### config.mk
export PLATFORM = sky130hd
export DESIGN_NAME = lr_shift_cmd_fifo_flat
export DESIGN_NICKNAME = d
export VERILOG_FILES = /design/src/rtl/lr_shift_cmd_fifo_if.sv /design/src/rtl/lr_shift_cmd_fifo.sv /design/src/flat_wrapper.sv
export SDC_FILE = /design/constraint.sdc
export NUM_CORES = 1
export LEC_CHECK = 0
export CAP_MARGIN = 30
export CORE_ASPECT_RATIO = 1.2
export CORE_MARGIN = 3
export CORE_UTILIZATION = 50
export CTS_CLUSTER_DIAMETER = 150
export CTS_CLUSTER_SIZE = 16
export DETAILED_ROUTE_END_ITERATION = 10
export MAX_ROUTING_LAYER = met4
export PLACE_DENSITY_LB_ADDON = 0.25
export SLEW_MARGIN = 10
export SYNTH_ARGS = -nofsm -noshare
export SYNTH_HDL_FRONTEND = slang
export SYNTH_SLANG_ARGS = --single-unit
### constraint.sdc
create_clock -name clk -period 3.2 [get_ports clk]
set_input_delay 0.64 -clock clk [delete_from_list [all_inputs] [get_ports clk]]
set_output_delay 0.64 -clock clk [all_outputs]
set_load 0.05 [all_outputs]
### src/rtl/lr_shift_cmd_fifo_if.sv
// lr_shift_cmd_fifo_if: command handshake bundle between producer, FIFO and shifter consumer
//   in_valid/in_ready/in_bits/in_shift/in_dir : producer command channel
//   out_valid/out_ready/iBits/shift/dir       : head command towards the shifter
//   count                                     : FIFO occupancy
interface lr_shift_cmd_fifo_if #(
  parameter int width = 8,
  parameter int depth = 4
);
  localparam int sw = $clog2(width);
  localparam int cw = $clog2(depth) + 1;
  logic          in_valid;
  logic          in_ready;
  logic [width-1:0] in_bits;
  logic [sw-1:0] in_shift;
  logic          in_dir;
  logic          out_valid;
  logic          out_ready;
  logic [width-1:0] iBits;
  logic [sw-1:0] shift;
  logic          dir;
  logic [cw-1:0] count;
  modport master (
    output in_valid, in_bits, in_shift, in_dir, out_ready,
    input  in_ready, out_valid, iBits, shift, dir, count
  );
  modport slave (
    input  in_valid, in_bits, in_shift, in_dir, out_ready,
    output in_ready, out_valid, iBits, shift, dir, count
  );
endinterface

### src/rtl/lr_shift_cmd_fifo.sv
// lr_shift_cmd_fifo: command FIFO feeding {bits, shift, dir} to a left-right shifter
//   clk : clock, rising edge
//   rst : synchronous active-high reset
//   bus : lr_shift_cmd_fifo_if.slave (command in, head out, count)
//   LR_SHIFT_CMD_FIFO_BYPASS_EN : when defined, an empty FIFO forwards in_* straight to the head
module lr_shift_cmd_fifo #(
  parameter int width = 8,
  parameter int depth = 4
) (
  input logic clk,
  input logic rst,
  lr_shift_cmd_fifo_if.slave bus
);
  localparam int sw = $clog2(width);
  localparam int aw = $clog2(depth);
  localparam int cw = aw + 1;
  localparam int ew = width + sw + 1;
  localparam logic [cw-1:0] full = cw'(depth);
  logic [ew-1:0] mem [depth];
  logic [ew-1:0] last, head, in_word;
  logic [aw-1:0] wr_ptr, rd_ptr;
  logic [cw-1:0] count;
  logic byp, push, pop, wr, rd;
  always_comb begin
    in_word = {bus.in_bits, bus.in_shift, bus.in_dir};
`ifdef LR_SHIFT_CMD_FIFO_BYPASS_EN
    byp = count == '0 && bus.in_valid;
`else
    byp = 1'b0;
`endif
    // when empty the head keeps showing the most recently consumed command
    head = byp ? in_word : (count != '0 ? mem[rd_ptr] : last);
    push = bus.in_valid && count != full;
    pop = (count != '0 || byp) && bus.out_ready;
    // a bypassed command that is consumed immediately is never stored
    wr = push && !(byp && bus.out_ready);
    rd = pop && count != '0;
  end
  assign bus.in_ready = count != full;
  assign bus.out_valid = count != '0 || byp;
  assign {bus.iBits, bus.shift, bus.dir} = head;
  assign bus.count = count;
  always_ff @(posedge clk) begin
    if (rst) begin
      wr_ptr <= '0;
      rd_ptr <= '0;
      count <= '0;
      last <= '0;
      for (int i = 0; i < depth; i++) mem[i] <= '0;
    end else begin
      if (wr) begin
        mem[wr_ptr] <= in_word;
        wr_ptr <= wr_ptr + 1'b1;
      end
      if (rd) rd_ptr <= rd_ptr + 1'b1;
      if (pop) last <= head;
      count <= count + cw'(wr) - cw'(rd);
    end
  end
endmodule

### src/flat_wrapper.sv
// flat-port wrapper written by rule: the top's interface ports become plain ports
module lr_shift_cmd_fifo_flat 
#(
  parameter int width = 8,
  parameter int depth = 4
)
  (clk, rst, bus_in_valid, bus_in_bits, bus_in_shift, bus_in_dir, bus_out_ready, bus_in_ready, bus_out_valid, bus_iBits, bus_shift, bus_dir, bus_count);
  lr_shift_cmd_fifo_if #(.width(width), .depth(depth)) bus_i ();
  input logic clk;
  input logic rst;
  input wire logic [$bits(bus_i.in_valid)-1:0] bus_in_valid;
  input wire logic [$bits(bus_i.in_bits)-1:0] bus_in_bits;
  input wire logic [$bits(bus_i.in_shift)-1:0] bus_in_shift;
  input wire logic [$bits(bus_i.in_dir)-1:0] bus_in_dir;
  input wire logic [$bits(bus_i.out_ready)-1:0] bus_out_ready;
  output wire logic [$bits(bus_i.in_ready)-1:0] bus_in_ready;
  output wire logic [$bits(bus_i.out_valid)-1:0] bus_out_valid;
  output wire logic [$bits(bus_i.iBits)-1:0] bus_iBits;
  output wire logic [$bits(bus_i.shift)-1:0] bus_shift;
  output wire logic [$bits(bus_i.dir)-1:0] bus_dir;
  output wire logic [$bits(bus_i.count)-1:0] bus_count;
  assign bus_i.in_valid = bus_in_valid;
  assign bus_i.in_bits = bus_in_bits;
  assign bus_i.in_shift = bus_in_shift;
  assign bus_i.in_dir = bus_in_dir;
  assign bus_i.out_ready = bus_out_ready;
  assign bus_in_ready = bus_i.in_ready;
  assign bus_out_valid = bus_i.out_valid;
  assign bus_iBits = bus_i.iBits;
  assign bus_shift = bus_i.shift;
  assign bus_dir = bus_i.dir;
  assign bus_count = bus_i.count;
  lr_shift_cmd_fifo #(.width(width), .depth(depth)) u_core (.clk(clk), .rst(rst), .bus(bus_i));
endmodule
Yosys cells after proc, flatten, opt, wreduce, memory -nomap -nowiden. Memories as Yosys holds them, arrays and structs flattened. A register that Yosys moved wholly into a read port is not among the register bits. Cells that the tools add are included.

Flip-flop bits (word level): 19. RAM bits: 48. Word-level logic and storage cells: 26. Memories: 1.

$add $sub $neg: 4. Equality and inequality tests: 1. Mux-type cells: 11. Reduce and logical (&&, ||, !) cells: 5.

Memories: u_core.mem (words 4, width 12, rd ports 1, clocked after Yosys merged registers in 1, write ports 4, line lr_shift_cmd_fifo.sv:19) `logic [ew-1:0] mem [depth];`.

Operator list (number): $mux 12 (2); $reduce_or 12->1 (1); $mux 1 (6); $mux 2 (3); $add 2x1->2 const B (2); $add 3x1->3 (1); $logic_and 1x1->1 (3); $ne 3x3->1 const B (1); $reduce_bool 3->1 (1); $sub 3x1->3 (1).

Logic depth before layout (Yosys ltp). Gate-level depths: netlist of run 1.

Word-level depth: 7. Depth in mapped cells: 11. Gate-level depth less buffers: 10.

Least setup slack after synthesis of run 1. No wires, ideal clock.

Path type: register -> register. Start: register u_core.count[1], in the netlist u_core.bus.count[1]. End: register u_core.count[2], in the netlist u_core.bus.count[2]. Arrival: 2.668 ns. Data required time: 3.122 ns. Setup slack: 0.454 ns. Cell stages (with the launch flop): 12. Period minus slack after synthesis: 2.746 ns. Cells stage by stage: dfxtp_1 > o31ai_2 > inv_1 > buf_1 > ha_1 > inv_1 > ha_1 > inv_1 > fa_1 > xor2_1 > and2_1 > nor3_1.

Longest elaborated chain between the ends: 4.

RTL lines: start: declaration (line lr_shift_cmd_fifo.sv:22) `logic [cw-1:0] count;`; start signal: assignment (line lr_shift_cmd_fifo.sv:57) `count <= count + cw'(wr) - cw'(rd);`; $reduce_bool 3->1 (line lr_shift_cmd_fifo.sv:34) `pop = (count != '0 || byp) && bus.out_ready;`; $logic_and 1x1->1 (line lr_shift_cmd_fifo.sv:34); via u_core.pop (line lr_shift_cmd_fifo.sv:23) `logic byp, push, pop, wr, rd;`; $logic_and 1x1->1 (line lr_shift_cmd_fifo.sv:37) `rd = pop && count != '0;`; $sub 3x1->3 (line lr_shift_cmd_fifo.sv:57).

The timed path passes the listed nets, and every way through them passes these cells. A chain may end at the register's enable or synchronous reset.

==> metrics.yaml, run 1 <==
die:
  die_x_microns: 77.55
  start_util_pct: 52.80
  die-area_sq_um: 7124
  core-area_sq_um: 5818
  rows: 30
  ios: 33
  die_h_microns: 91.86
placed_design:
  dpl.cell_count: 344
  dpl_cell_area_sq_um: 3505
  hpwlAfterDp_microns: 3918
  numPortBuffers: 32
  place.gp.congestion: 0.7262
routing:
  drtIter0Drc: 82
  drt_pre_antenna_iters: 4
  vias: 1858
  routedWlPerCell_microns: 16.14
  detail_route.vias_per_cell: 5.161
  routed_wl_microns: 5809
  drc: 0
  ant_nets: 0
worst_setup_path:
  reg2reg_from: "u_core.bus.count[1]"
  crit_type: "reg2out"
  required_ps: 2560
  slowest_stage: "clkdlybuf4s50_1"
  end_kind: "primary output"
  critical_path_buf_inv_count: 1
  critPathArrivalTime_ps: 2400
  critPathTopFamily: "multiplexers"
  crit_chain: "mux4_2 > mux2_2 > clkdlybuf4s50_1"
  cp_slowest_stage_delay_ps: 700
  cp_max_fo: 6
  critPathLaunchType: "flop"
final_layout:
  area_delta_synth_final_pct: 20.29
  layout.cells.non_filler: 360
  antenna_cells: 0
  multi_input_area_sq_um: 1126
  regArea_sq_um: 1862
  final_common_cell: "and2_1"
  final_util_pct: 63.51
  design_area_sq_um: 3695
  final_cell_mix: "and2_1, edfxtp_1, nand2_1"
  drive_gt1_share_pct: 23.57
  nets: 294
  n_fill_cell: 452
synth:
  synth_top_area_cell: "edfxtp_1"
  syn_nets: 251
  ys_top_cells_by_area: "edfxtp_1, dfxtp_1, and2_1, mux4_2, mux2_2"
  ys_warn_count: 0
  synthCells: 232
  synthMuxAreaShare_pct: 13.32
  synth_xor_area_share_pct: 0.5703
  yosysSeqAreaShare_pct: 60.61
  synth_top_family_by_area: "simple AND/OR/NAND/NOR gates"
  syn-cell-area_sq_um: 3072
  synth-seq-cells: 69
  synth-simple-area-share_pct: 17.23
  post_synth.cell_area_avg_sq_um: 13.24
  synthAdderAreaFrac_pct: 1.466
  synth_top_cell_area_share_pct: 46.92
  synth_compound_area_share_pct: 3.910
  synth_cell_type_count: 31
power:
  power_density_nw_per_um2: 837.9
  power.net_switching_uw: 1153
  internal_power_uw: 1942
  power_uw: 3096
  vdd_drop_max_mv: 0.4282
  p_leak_uw: 0.001392
  clkPwrFrac_pct: 22.3
  comb_power_share_pct: 39.7
  power_frac_seq_pct: 38.0
  swShare_pct: 37.26
cts:
  cts.reportedPaths.clkPinSlew_ps: 80
  cts_max_path_buffers: 2
  post_cts_buffers: 0
  postCtsResizedCells: 0
  hold_buffers: 0
  cts.htree.levels: 3
  clock_latency_ps: 350
  cts-buffers-inserted: 9
  clock-sinks: 69
  tritoncts: "built"
  cts_root_buf: "clkbuf_8"
sta:
  fin_tns_setup_ps: 0
  worst_pin_slew_ps: 712.1
  clock_skew_ps: 12.07
  drv_slew: 0
  period_share_pct: 95.10
  hold_violations: 0
  min_period_ps: 3043
  max_freq_ghz: 0.3286
  maxSlewHeadroom_pct: 52.53
  setup_viol: 0
  rsz0062_at_grt: "no"
grt:
  grt_usage_pct: 18.60
  grt_overflow: 0
  grt_max_degree: 25
  grt_pass1_wl_microns: 9563
  grt_pass1_vias: 1908
  antenna_found_initial: 0
min_path:
  hp-start: "u_core.last[3]"
  hold_path.class: "reg2reg"
status:
  status: "complete, no violations"
job:
  maxCapViolCount: 0
kinds of logic after synthesis:
group,after synthesis
and+or+nand+nor,93
DFF,69
muxes,24
AOI/OAI and AO/OA,21
buffers and inverters,20
adders and majority gates,3
xor gates and xnor gates,2
power by group through the flow:
stage                     Sequential, uW  Combinational (uW)  Clock (uW)
after detailed placement            1200                1240           0
after global routing                1200                1320         739
after CTS                           1180                1250         707
after floorplan                     1210                 865           0
after global placement              1190                1220           0
final                               1180                1230         689
through the flow:
stage / worst slack, ps / hold slack, ps
2_1_floorplan: 453.7 / 432.9
3_3_place_gp: 565.9 / 438.1
3_5_place_dp: 515.3 / 443.1
4_1_cts: 117.2 / 454.9
5_1_grt: 41.24 / 471.0
6_report: 156.6 / 454.3
worst min-delay path: cells and delay by family, from the launching register on:
family	cells	cell delay (ps)
AO/OA/AOI/OAI	1	50
flip-flops	1	310
AND/OR/NAND/NOR	1	50
cells in the mapped netlist (all sizes together):
cell type,instances
and2,49
edfxtp,48
nand2,25
dfxtp,21
a21oi,15
mux2,12
mux4,12
inv,9
buf,6
nor2,6
clkbuf,5
o21ai,3
or3,3
a31o,2
ha,2
nand2b,2
nor3,2
nor4,2
fa,1
nor2b,1
nor3b,1
nor4b,1
o31ai,1
or2,1
xnor2,1
xor2,1
flip-flops by register name (all words and copies together) (netlist names), named ones only:
name	cells
u_core.last	12
u_core.mem	48
u_core.bus.count	3
u_core.rd_ptr	2
u_core.wr_ptr	2
routing by layer:
metal  vias to the layer above  global-route usage [%]  part of all wire (%)
met5                         -                       -                     0
met3                         9                   4.126                   4.2
met4                         0                   10.68                   2.5
met1                       899                   21.77                    43
li1                        907                       -                     -
met2                        43                   29.61                    50
final cells by class:
cell class,count,share of cell area [%]
flip-flops and latches,69,50.39
multi-input cells,143,30.48
repair buffers,43,10.36
clock buffers,9,3.353
well taps,80,2.709
clock inverters,7,1.795
inverters,9,0.9143
final timing paths:
kind | endpoint | slack, ps | cells after the start
worst max-delay path | bus_dir | 160 | 3
worst min-delay path | u_core.last[3] | 450 | 2
worst max register to register | u_core.bus.count[2] | 990 | 10
worst min register to register | u_core.last[3] | 450 | 2
Power figures use the tool's default switching activity.
==> run 2, diff against run 1 <==
CTS_CLUSTER_DIAMETER = 120   (was 150)
GPL_TIMING_DRIVEN = 0   (was unset)
==> metrics.yaml, run 2 (same netlist as run 1, synthesis figures left out) <==
status:
  status: "complete, no violations"  # unchanged
cts:
  postCtsResizedCells: 5  # was 0
  cts_max_path_buffers: 2  # unchanged
  clock_latency_ps: 340  # was 350 ps
  clock-sinks: 69  # unchanged
  post_cts_buffers: 0  # unchanged
  tritoncts: "built"  # unchanged
  cts.reportedPaths.clkPinSlew_ps: 80  # about the same
  hold_buffers: 0  # unchanged
  cts.htree.levels: 3  # unchanged
  cts_root_buf: "clkbuf_8"  # unchanged
  cts-buffers-inserted: 9  # unchanged
routing:
  vias: 1828  # was 1858
  routed_wl_microns: 5847  # was 5809 microns
  drt_pre_antenna_iters: 4  # unchanged
  routedWlPerCell_microns: 16.24  # was 16.14 microns
  drtIter0Drc: 73  # was 82
  drc: 0  # unchanged
  detail_route.vias_per_cell: 5.078  # was 5.161
  ant_nets: 0  # unchanged
final_layout:
  antenna_cells: 0  # unchanged
  largest_register_ffs: 48  # unchanged
  final_util_pct: 64.04  # was 63.51%
  nets: 294  # unchanged
  final_cell_mix: "and2_1, edfxtp_1, nand2_1"  # unchanged
  n_fill_cell: 461  # was 452
  largestRegisters: "u_core.mem x48, u_core.last x12, u_core.bus.count x3"  # unchanged
  area_delta_synth_final_pct: 21.30  # was 20.29%
  layout.cells.non_filler: 360  # unchanged
  final_common_cell: "and2_1"  # unchanged
  largest-register: "u_core.mem"  # unchanged
  drive_gt1_share_pct: 18.21  # was 23.57%
  design_area_sq_um: 3726  # was 3695 sq um
die:
  die-area_sq_um: 7124  # unchanged
  start_util_pct: 52.80  # unchanged
  core-area_sq_um: 5818  # unchanged
  ios: 33  # unchanged
  die_h_microns: 91.86  # unchanged
  die_x_microns: 77.55  # unchanged
  rows: 30  # unchanged
grt:
  grt_pass1_vias: 1931  # was 1908
  grt-busiest-layer: "met2"  # unchanged
  grt_use_met2_pct: 32.06  # was 29.61%
  use_met1_pct: 21.84  # was 21.77%
  use_met3_pct: 4.126  # unchanged
  grt_usage_pct: 18.95  # was 18.60%
  grt_pass1_wl_microns: 9735  # was 9563 microns
  grt_max_degree: 13  # was 25
  antenna_found_initial: 0  # unchanged
  grt_overflow: 0  # unchanged
sta:
  max_freq_ghz: 0.3361  # was 0.3286 GHz
  whs_ps: 454.1  # was 454.3 ps
  setup_viol: 0  # unchanged
  maxSlewHeadroom_pct: 53.46  # was 52.53%
  clock_skew_ps: 9.142  # was 12.07 ps
  rsz0062_at_grt: "no"  # unchanged
  period_share_pct: 92.99  # was 95.10%
  drv_slew: 0  # unchanged
  hold_violations: 0  # unchanged
  worst_pin_slew_ps: 698.1  # was 712.1 ps
  min_period_ps: 2976  # was 3043 ps
worst_setup_path:
  cp_slowest_stage_delay_ps: 630  # was 700 ps
  slowest_stage: "mux4_1"  # was clkdlybuf4s50_1
  crit_type: "reg2out"  # unchanged
  cp_max_fo: 10  # was 6
  critPathArrivalTime_ps: 2340  # was 2400 ps
  required_ps: 2560  # about the same
  end_kind: "primary output"  # unchanged
  crit_chain: "buf_6 > mux4_1 > mux2_2 > dlygate4sd2_1"  # was mux4_2 > mux2_2 > clkdlybuf4s50_1
  critPathLaunchType: "flop"  # unchanged
job:
  maxCapViolCount: 0  # unchanged
power:
  power_density_nw_per_um2: 848.5  # was 837.9 nW/um^2
  power_frac_seq_pct: 37.0  # was 38.0%
  power.net_switching_uw: 1155  # was 1153 uW
  swShare_pct: 36.54  # was 37.26%
  comb_power_share_pct: 38.8  # was 39.7%
  vdd_drop_max_mv: 0.4230  # was 0.4282 mV
  internal_power_uw: 2007  # was 1942 uW
  clkPwrFrac_pct: 24.2  # was 22.3%
  p_leak_uw: 0.001478  # was 0.001392 uW
placed_design:
  dpl_cell_area_sq_um: 3492  # was 3505 sq um
  dpl.cell_count: 344  # unchanged
  numPortBuffers: 32  # unchanged
  hpwlAfterDp_microns: 3917  # was 3918 microns
  place.gp.congestion: 0.7944  # was 0.7262
min_path:
  hold_path.class: "reg2reg"  # unchanged
[run 2: cell types whose count changed in the layout (fill, tap and decap cells not counted), moves of 2 or more]
| cell | previous run | this run |
|---|---|---|
| buf_4 | 19 | 1 |
| dlymetal6s2s_1 | 0 | 7 |
| clkbuf_1 | 0 | 5 |
| buf_2 | 0 | 3 |
| dlygate4sd2_1 | 0 | 3 |
| clkdlybuf4s50_1 | 24 | 22 |
| clkinv_2 | 4 | 2 |
[run 2: metrics by stage]
stage,setup TNS [ps],total power [uW],worst slack [ps]
3_3_place_gp,-6.055,2416,-6.055
2_1_floorplan,0,2079,453.7
5_1_grt,0,3325,104.1
3_5_place_dp,-9.827,2438,-9.827
6_report,0,3162,224.4
4_1_cts,0,3191,4.552
[run 2: worst max-delay path, delay by kind of cell (launching register included)]
family / cells / cell delay (ps)
muxes: 2 / 920
buffers and inverters: 2 / 640
DFF: 1 / 430
[run 2: worst paths after layout]
| path | slack, ps | from | end | cells past startpoint |
|---|---|---|---|---|
| max | 220 | flop | bus_iBits[0] | 4 |
| min | 450 | u_core.last[10] | u_core.last[10] | 2 |
| max reg2reg | 390 | u_core.bus.count[1] | u_core.bus.count[2] | 11 |
| min reg2reg | 450 | u_core.last[10] | u_core.last[10] | 2 |
[run 2: area by class of cell]
class	count	area (sq um)	share of cell area, %
clock buffers	9	123.9	3.324
plain buffers	11	56.30	1.511
inverters	9	33.78	0.9066
multi-input cells	143	1126	30.22
flip-flops and latches	69	1862	49.97
repair buffers	32	334.1	8.966
clock inverters	7	90.09	2.418
well taps	80	100.1	2.686
[run 2: power by group through the flow]
stage	clock network, uW	logic [uW]	registers (uW)
6_report	764	1230	1170
5_1_grt	815	1320	1190
4_1_cts	774	1250	1170
3_5_place_dp	0	1250	1190
3_3_place_gp	0	1240	1180
2_1_floorplan	0	865	1210
[run 2: layer usage]
metal	vias up	routed length (microns)
li1	908	-
met1	887	2495
met2	27	3110
met3	6	154
met4	0	87
met5	-	0
==> run 3, diff against run 2 <==
CELL_PAD_IN_SITES_DETAIL_PLACEMENT = 1   (was unset)
CELL_PAD_IN_SITES_GLOBAL_PLACEMENT = 1   (was unset)
CORE_UTILIZATION = 46   (was 50)
clock period = 2.8 ns   (was 3.2 ns; I/O delays follow)
==> metrics.yaml, run 3 (same netlist as run 1, synthesis figures left out) <==
cts:
  cts.reportedPaths.clkPinSlew_ps: 80  # about the same
  cts_max_path_buffers: 2  # unchanged
  tritoncts: "built"  # unchanged
  clock_latency_ps: 350  # was 340 ps
  cts-buffers-inserted: 9  # unchanged
  cts.htree.levels: 3  # unchanged
  clock-sinks: 69  # unchanged
  cts_root_buf: "clkbuf_8"  # unchanged
routing:
  drc: 0  # unchanged
  detail_route.vias_per_cell: 5.137  # was 5.078
  routed_wl_microns: 6810  # was 5847 microns
  ant_nets: 0  # unchanged
  vias: 1880  # was 1828
  drtIter0Drc: 69  # was 73
  drt_pre_antenna_iters: 4  # unchanged
  routedWlPerCell_microns: 18.61  # was 16.24 microns
placed_design:
  dpl.cell_count: 349  # was 344
  hpwlAfterDp_microns: 4679  # was 3917 microns
  place.gp.congestion: 0.7536  # was 0.7944
  numPortBuffers: 32  # unchanged
worst_setup_path:
  rrSetupSlack_ps: 300  # was 390 ps
  r2r_cells: 10  # was 11
  critPathArrivalTime_ps: 2130  # was 2340 ps
  crit_type: "reg2out"  # unchanged
  critPathLaunchType: "flop"  # unchanged
  cp_max_fo: 10  # unchanged
  end_kind: "primary output"  # unchanged
  required_ps: 2240  # was 2560 ps
grt:
  grt_usage_pct: 20.66  # was 18.95%
  grt_overflow: 0  # unchanged
  antenna_found_initial: 0  # unchanged
  grt_max_degree: 15  # was 13
  grt_pass1_vias: 2003  # was 1931
  grt_pass1_wl_microns: 11000  # was 9735 microns
die:
  core-area_sq_um: 6446  # was 5818 sq um
  rows: 32  # was 30
  die-area_sq_um: 7698  # was 7124 sq um
  die_x_microns: 80.60  # was 77.55 microns
  start_util_pct: 47.65  # was 52.80%
  die_h_microns: 95.52  # was 91.86 microns
  ios: 33  # unchanged
sta:
  worst_pin_slew_ps: 673.0  # was 698.1 ps
  min_period_ps: 2689
  max_freq_ghz: 0.3718
  hold_violations: 0  # unchanged
  setup_viol: 0  # unchanged
  drv_slew: 0  # unchanged
  rsz0062_at_grt: "no"  # unchanged
  maxSlewHeadroom_pct: 55.13  # was 53.46%
  period_share_pct: 96.05
  clock_skew_ps: 11.88  # was 9.142 ps
final_layout:
  final_util_pct: 58.17  # was 64.04%
  layout.cells.non_filler: 366  # was 360
  regArea_sq_um: 1863  # was 1862 sq um
  area_delta_synth_final_pct: 22.08  # was 21.30%
  antenna_cells: 0  # unchanged
  final_cell_mix: "and2_1, edfxtp_1, nand2_1"  # unchanged
  final_common_cell: "and2_1"  # unchanged
  multi_input_area_sq_um: 1135  # was 1126 sq um
  drive_gt1_share_pct: 23.13  # was 18.21%
  n_fill_cell: 679  # was 461
  largest_register_ffs: 48  # unchanged
  nets: 295  # was 294
  largestRegisters: "u_core.mem x48, u_core.last x12, u_core.bus.count x3"  # unchanged
  largest-register: "u_core.mem"  # unchanged
status:
  status: "complete, no violations"  # unchanged
min_path:
  hold_path.class: "reg2reg"  # unchanged
  hold_path_depth: 2  # unchanged
power:
  power_density_nw_per_um2: 976.5  # was 848.5 nW/um^2
  vdd_drop_max_mv: 0.4115  # was 0.4230 mV
  p_leak_uw: 0.001388  # was 0.001478 uW
  power_uw: 3662  # was 3162 uW
job:
  maxCapViolCount: 0  # unchanged
==> run 3: worst max-delay path: stages (launching register included) <==
cell             delay (ps)
dfxtp_2                 390
buf_6                   200
mux4_2                  570
mux2_2                  290
clkdlybuf4s15_2         340
==> run 3: final timing paths <==
path	from	endpoint
max	flop	bus_shift[2]
min	u_core.last[9]	u_core.last[9]
max reg2reg	u_core.bus.count[1]	u_core.bus.count[2]
min reg2reg	u_core.last[9]	u_core.last[9]
==> run 3: area by class of cell <==
cell class / instances / share of cell area (%)
Buffer: 10 / 1.401
Clock inverter: 7 / 2.402
Tap cell: 85 / 2.836
Multi-Input combinational cell: 143 / 30.26
Timing Repair Buffer: 34 / 9.109
Sequential cell: 69 / 49.68
Clock buffer: 9 / 3.303
Inverter: 9 / 1.001
==> run 3: timing repair <==
action                                  CTS  global route
setup buffers                             0             2
resized for setup                        36             4
hold buffers                              0             0
endpoints found under the setup margin   14             3
==> run 3: layer usage <==
| metal | global-route usage, % | share of wire, % |
|---|---|---|
| met5 | - | 0 |
| met4 | 7.606 | 1.0 |
| met3 | 4.537 | 4.1 |
| met2 | 35.08 | 54 |
| met1 | 24.03 | 41 |
==> run 3: per-stage QoR <==
step                      setup WS [ps]  hold WS (ps)  area (sq um)  TNS [ps]
after detailed placement         -418.9         446.9          3498     -1501
after global routing              6.942         475.2          3750         0
final                             110.6         458.4          3750         0
after global placement           -383.6         439.3          3498     -1394
after CTS                         9.660         457.0          3735         0
after floorplan                   53.72         432.9          3072         0
==> run 3: where the power goes <==
part,internal [uW],leakage (uW),switching [uW]
Sequential,1250,0.000671,108
Combinational,552,0.000610,874
Clock,497,0.000107,384
